**config.mk**
```make
export PLATFORM = sky130hd
export DESIGN_NAME = priv_1_12_trap_ctrl
export DESIGN_NICKNAME = d
export VERILOG_FILES = /design/src/rtl/priv_1_12_trap_ctrl.sv
export SDC_FILE = /design/constraint.sdc
export NUM_CORES = 1
export LEC_CHECK = 0
export CAP_MARGIN = 20
export CORE_AREA = 5 5 133 135
export DETAILED_ROUTE_END_ITERATION = 10
export DIE_AREA = 0 0 138 140
export HOLD_SLACK_MARGIN = 0.05
export PLACE_DENSITY = 0.88
export SYNTH_ARGS = -nofsm -noshare
export SYNTH_HDL_FRONTEND = slang
export SYNTH_SLANG_ARGS = --single-unit
```
**constraint.sdc**
```tcl
create_clock -name CLK -period 5.2 [get_ports CLK]
set_clock_uncertainty 0.1 [all_clocks]
set_input_delay 1.04 -clock CLK [delete_from_list [all_inputs] [get_ports CLK]]
set_output_delay 1.04 -clock CLK [all_outputs]
set_load 0.005 [all_outputs]
```
**src/rtl/priv_1_12_trap_ctrl.sv**
```systemverilog
// Machine-mode trap sequencer: prioritises exceptions/interrupts, drains the
// pipe, commits mepc/mcause/mtval/mstatus, and redirects fetch (trap or mret).
//
// Ports:
//   CLK, nRST                    clock, async active-low reset
//   ex_vec, ex_pc, ex_tval       exception requests and their pc/tval
//   irq_pend, mstatus_mie        {mei,mti,msi} pending (pre-masked), global MIE
//   mtvec, mepc_in, wb_pc        trap vector, current mepc, next-retire pc
//   mret_req, pipe_idle          mret in writeback, pipeline drained
//   flush                        squash in-flight instructions
//   csr_we, mepc_out,
//   mcause_out, mtval_out        trap CSR commit strobe and values
//   mie_we, mie_next, mpie_next  mstatus.MIE/MPIE update
//   redirect, redirect_pc        one-cycle fetch redirect
//   busy                         sequencer not idle
module priv_1_12_trap_ctrl #(
   parameter int XLEN          = 32,
   parameter int FLUSH_TIMEOUT = 15
) (
   input  logic            CLK,
   input  logic            nRST,
   input  logic [11:0]     ex_vec,
   input  logic [XLEN-1:0] ex_pc,
   input  logic [XLEN-1:0] ex_tval,
   input  logic [2:0]      irq_pend,
   input  logic            mstatus_mie,
   input  logic [XLEN-1:0] mtvec,
   input  logic [XLEN-1:0] mepc_in,
   input  logic [XLEN-1:0] wb_pc,
   input  logic            mret_req,
   input  logic            pipe_idle,
   output logic            flush,
   output logic            csr_we,
   output logic [XLEN-1:0] mepc_out,
   output logic [XLEN-1:0] mcause_out,
   output logic [XLEN-1:0] mtval_out,
   output logic            mie_we,
   output logic            mie_next,
   output logic            mpie_next,
   output logic            redirect,
   output logic [XLEN-1:0] redirect_pc,
   output logic            busy
);

   typedef enum logic [2:0] {
      S_IDLE,
      S_FLUSH,
      S_COMMIT,
      S_REDIRECT,
      S_RET
   } state_t;

   localparam logic [3:0] LP_TO = 4'(FLUSH_TIMEOUT);

   state_t          r_state;
   state_t          w_next;
   logic [3:0]      r_code;
   logic            r_intr;
   logic [XLEN-1:0] r_epc;
   logic [XLEN-1:0] r_tval;
   logic [XLEN-1:0] r_tvec;
   logic [XLEN-1:0] r_ret_pc;
   logic            r_mie_snap;
   logic            r_mpie;
   logic [3:0]      r_cnt;

   logic [3:0]      w_ex_code;
   logic [3:0]      w_irq_code;
   logic            w_ex_any;
   logic            w_irq_take;
   logic [3:0]      w_cnt_inc;
   logic            w_flush_done;
   logic [XLEN-1:0] w_tvec_base;
   logic [XLEN-1:0] w_vec_off;
   logic            w_unused;

   // codes 8-10 are not M-mode causes handled here
   assign w_ex_any     = |(ex_vec & 12'h8FF);
   assign w_irq_take   = mstatus_mie && (|irq_pend);
   assign w_cnt_inc    = r_cnt + 4'd1;
   assign w_flush_done = pipe_idle || (w_cnt_inc == LP_TO);
   assign w_unused     = ^{ex_vec[10:8], r_epc[1:0], r_ret_pc[1:0]};

   // architectural exception priority: 1,2,0,3,11,6,4,7,5
   always_comb begin
      w_ex_code = 4'd0;
      if      (ex_vec[1])  w_ex_code = 4'd1;
      else if (ex_vec[2])  w_ex_code = 4'd2;
      else if (ex_vec[0])  w_ex_code = 4'd0;
      else if (ex_vec[3])  w_ex_code = 4'd3;
      else if (ex_vec[11]) w_ex_code = 4'd11;
      else if (ex_vec[6])  w_ex_code = 4'd6;
      else if (ex_vec[4])  w_ex_code = 4'd4;
      else if (ex_vec[7])  w_ex_code = 4'd7;
      else if (ex_vec[5])  w_ex_code = 4'd5;
   end

   // irq_pend = {mei, mti, msi}; priority mei > msi > mti
   always_comb begin
      w_irq_code = 4'd7;
      if      (irq_pend[2]) w_irq_code = 4'd11;
      else if (irq_pend[0]) w_irq_code = 4'd3;
   end

   always_ff @(posedge CLK or negedge nRST) begin
      if (!nRST) r_state <= S_IDLE;
      else       r_state <= w_next;
   end

   always_comb begin
      w_next = r_state;
      unique case (r_state)
         S_IDLE: begin
            if      (w_ex_any)   w_next = S_FLUSH;
            else if (w_irq_take) w_next = S_FLUSH;
            else if (mret_req)   w_next = S_RET;
         end
         S_FLUSH:    if (w_flush_done) w_next = S_COMMIT;
         S_COMMIT:   w_next = S_REDIRECT;
         S_REDIRECT: w_next = S_IDLE;
         S_RET:      w_next = S_IDLE;
         default:    w_next = S_IDLE;
      endcase
   end

   // trap context; inputs consumed later are snapshotted so every
   // output is a pure decode of registered state
   always_ff @(posedge CLK or negedge nRST) begin
      if (!nRST) begin
         r_code     <= '0;
         r_intr     <= 1'b0;
         r_epc      <= '0;
         r_tval     <= '0;
         r_tvec     <= '0;
         r_ret_pc   <= '0;
         r_mie_snap <= 1'b0;
         r_mpie     <= 1'b0;
         r_cnt      <= '0;
      end else begin
         unique case (r_state)
            S_IDLE: begin
               if (w_ex_any) begin
                  r_code <= w_ex_code;
                  r_intr <= 1'b0;
                  r_epc  <= ex_pc;
                  r_tval <= ex_tval;
               end else if (w_irq_take) begin
                  r_code <= w_irq_code;
                  r_intr <= 1'b1;
                  r_epc  <= wb_pc;
                  r_tval <= '0;
               end else if (mret_req) begin
                  r_ret_pc <= mepc_in;
               end
            end
            S_FLUSH: begin
               r_cnt <= w_cnt_inc;
               if (w_flush_done) begin
                  r_tvec     <= mtvec;
                  r_mie_snap <= mstatus_mie;
               end
            end
            S_COMMIT:   r_mpie <= r_mie_snap;
            S_REDIRECT: r_cnt  <= '0;
            S_RET:      r_mpie <= 1'b1;
            default: ;
         endcase
      end
   end

   assign w_tvec_base = {r_tvec[XLEN-1:2], 2'b00};
   assign w_vec_off   = (r_intr && r_tvec[1:0] == 2'b01) ?
                        {{(XLEN-6){1'b0}}, r_code, 2'b00} : '0;

   always_comb begin
      flush       = 1'b0;
      csr_we      = 1'b0;
      mepc_out    = '0;
      mcause_out  = '0;
      mtval_out   = '0;
      mie_we      = 1'b0;
      mie_next    = 1'b0;
      mpie_next   = 1'b0;
      redirect    = 1'b0;
      redirect_pc = '0;
      busy        = (r_state != S_IDLE);
      unique case (r_state)
         S_FLUSH: flush = 1'b1;
         S_COMMIT: begin
            csr_we     = 1'b1;
            mie_we     = 1'b1;
            mepc_out   = {r_epc[XLEN-1:2], 2'b00};
            mcause_out = {r_intr, {(XLEN-5){1'b0}}, r_code};
            mtval_out  = r_tval;
            mpie_next  = r_mie_snap;
         end
         S_REDIRECT: begin
            redirect    = 1'b1;
            redirect_pc = w_tvec_base + w_vec_off;
         end
         S_RET: begin
            flush       = 1'b1;
            mie_we      = 1'b1;
            mie_next    = r_mpie;
            mpie_next   = 1'b1;
            redirect    = 1'b1;
            redirect_pc = {r_ret_pc[XLEN-1:2], 2'b00};
         end
         default: ;
      endcase
   end

endmodule

```
==> flow_metrics.py <==
metrics = {
    "status": {
        "status": "completed",
    },
    "global_routing": {
        "grt_pass1_vias": 6564,
        "grt_use_total": 0.231,
        "overflow": 0,
        "antenna_found_initial": 0,
        "grt_max_degree": 61,
        "grt_first_pass_wirelength_um": 35500,
    },
    "yosys": {
        "synth_seq_cells": 138,
        "synth-edff-count": 0,
        "ys_types": 50,
        "synthFlopType": "dfrtp_1",
        "async_flop_share": 1.00,
        "yosys_warnings": 0,
        "syn_area_sq_um": 7340,
        "syn_area_per_cell_sq_um": 10.4,
        "ys_seq_area_frac": 0.471,
        "syn_inst": 708,
    },
    "placed_design": {
        "place_congestion": 0.905,
        "dp_hpwl_um": 17000,
        "post-place-ws_ps": 787,
        "port_buffers": 274,
    },
    "die": {
        "die_h_um": 140,
        "top_level_ports": 315,
        "start_util": 0.449,
        "core_sq_um": 16300,
        "die_x_um": 138,
        "die_area_sq_um": 19300,
        "row_count": 47,
    },
    "worst_setup_path": {
        "slowest_delay_ps": 770,
        "required_ps": 4060,
        "cp_num_buf_inv": 2,
        "setup.worst_path.end_class": "output pin",
        "cpLargestDelayFamily": "compound AO/OA/AOI/OAI gates",
        "critPathSlowestCell": "a2111oi_0",
        "reg2reg_setup_slack_ps": 2700,
        "start_kind": "flop",
        "worstPathCellList": "and3b_1, and2_1, ha_1, inv_1, fa_1, nand2b_1, a2111oi_0, nand3_1, xor2_1, o21ai_1, clkdlybuf4s50_1",
        "worstSetupPathType": "reg2out",
        "cp_data_arrival_time_ps": 3790,
        "cp_max_fo": 5,
    },
    "clock_network": {
        "clockBufferDepth": 2,
        "cts_max_level": 4,
        "cts-root-buf": "clkbuf_16",
        "clkTransAtPathRegs_ps": 60,
        "cts_resized": 0,
        "cts_tree": "done",
        "cts_sinks": 138,
        "cts_hold_buffers": 0,
        "cts_buffers": 17,
        "worst_skew_pair.late_latency_ps": 410,
        "cts_setup_buffers": 0,
    },
    "timing": {
        "drv_slew": 0,
        "period_needed_ps": 4930,
        "setup_viol": 0,
        "layout_setup_ws_ps": 269,
        "post-route-period-util": 0.948,
        "max_freq_mhz": 203,
        "relSlewSlack": 0.315,
        "tns_ps": 0,
        "hold_slack_ps": 375,
        "rsz0062_at_grt": "no",
        "worst_pin_slew_ps": 1030,
        "hold_viol_final": 0,
    },
    "detailed_routing": {
        "wl_met2_um": 11400,
        "dr_wl_met3_um": 2220,
        "wl_met1_um": 8870,
        "routed_wl_um": 22900,
        "vias_per_cell": 5.22,
        "top_layer": "met4",
        "drt_pass1_iterations": 5,
        "vias": 6274,
        "wl_per_cell_um": 19.0,
        "antenna_left": 0,
        "drt_iter0_markers": 307,
        "drc": 0,
    },
    "finish": {
        "final_util": 0.660,
        "final_cell_mix": "clkdlybuf4s50_1, dfrtp_1, nand2_1",
        "layout.nets": 1159,
        "drive_above_1_share": 0.120,
        "nFillCells": 1273,
        "area_growth_pct": 47.2,
        "num_antenna_cells": 0,
        "final_common_cell": "clkdlybuf4s50_1",
    },
    "power_and_ir_drop": {
        "p_total_mw": 4.92,
        "cellLeakagePower_nw": 4.81,
        "peakVddDrop_v": 0.000243,
        "power_density_nw_per_um2": 456,
    },
    "flow_run": {
        "maxCapViolations": 0,
    },
    "min_path": {
        "holdCritPathClass": "reg2reg",
    },
}
-- worst reg2reg max path, cell delays in order, from the launching register on --
cell and delay [ps]:
dfrtp_1 430, ha_1 220, nor2b_1 160, nand2_1 70, o21ai_0 330, and3_1 250, buf_4 410, mux2_2 420
-- where the power goes --
group          total (mW)  switching (mW)  internal (mW)
Sequential           1.82           0.334           1.49
Combinational        1.80           0.823          0.981
Clock                1.30           0.470          0.826
Total                4.92            1.63           3.29
-- worst paths after layout --
check / startpoint / end / depth (start not counted)
min: r_epc[17]$_DFFE_PN0P_ / r_epc[17]$_DFFE_PN0P_ / 2
min in group asynchronous: nRST / r_ret_pc[23]$_DFFE_PN0P_ / 1
max: r_tvec[1]$_DFFE_PN0P_ / redirect_pc[16] / 11
max reg2reg: r_cnt[1]$_DFFE_PN0P_ / r_tvec[13]$_DFFE_PN0P_ / 7
max in group asynchronous: nRST / r_epc[22]$_DFFE_PN0P_ / 2
min reg2reg: r_epc[17]$_DFFE_PN0P_ / r_epc[17]$_DFFE_PN0P_ / 2
-- synth_stat cells, types with 2 or more instances --
master	number	area (sq um)
xor2_1	16	140
a21o_1	4	30.0
o31ai_1	3	22.5
nand2_1	77	289
nor2_1	18	67.6
o21ai_1	4	20.0
a22o_1	34	298
inv_1	11	41.3
mux2i_1	30	300
buf_4	35	263
xnor2_1	8	70.1
buf_2	9	45.0
nand2b_1	7	43.8
clkbuf_1	27	101
a32oi_1	2	17.5
dfrtp_1	138	3450
nand4_1	6	37.5
nand3_1	20	100
nor2b_1	3	18.8
ha_1	6	75.1
o21a_1	3	22.5
or4_1	2	15.0
o21ai_0	60	300
nor3_1	8	40.0
nor4_1	2	12.5
nor4_4	3	63.8
mux2_2	63	709
and2_1	74	463
and3_1	4	25.0
a21oi_1	11	55.1
-- per-stage QoR --
step / std cells / area [sq um]
after floorplan: 738 / 7450
after global placement: 1173 / 10200
after detailed placement: 1173 / 10200
after CTS: 1203 / 10800
after global routing: 1203 / 10800
final: 1203 / 10800
-- flip-flops by register name (all words and copies together), names as in the netlist --
signal,cells
r_mpie,1
r_tval,32
r_ret_pc,30
r_intr,1
r_mie_snap,1
r_code,4
r_state,3
r_epc,30
r_cnt,4
r_tvec,32
-- layout make-up --
type / count / area, sq um / share of cell area
Sequential cell: 138 / 3450 / 0.320
Inverter: 11 / 41.3 / 0.00382
Timing Repair Buffer: 287 / 2840 / 0.263
Clock inverter: 10 / 168 / 0.0155
Tap cell: 220 / 275 / 0.0255
Clock buffer: 20 / 457 / 0.0423
Multi-Input combinational cell: 517 / 3560 / 0.330
-- cells by family (layout without fill, tap and decap cells) --
| group | after synthesis | in the layout | synth area share |
|---|---|---|---|
| other cells | 1 | 31 | 0.000511 |
| fa+ha+maj | 7 | 7 | 0.0130 |
| xor+xnor | 24 | 24 | 0.0287 |
| flops | 138 | 138 | 0.471 |
| mux | 93 | 93 | 0.138 |
| buf+inv | 83 | 328 | 0.0619 |
| simple gates | 234 | 234 | 0.175 |
| compound gates | 128 | 128 | 0.112 |
-- routing by layer --
metal	track usage	vias up
li1	-	2926
met1	0.279	3028
met2	0.394	290
met3	0.0845	30
met4	0.0608	0
met5	0	-
(Power assumes the default switching activity.)
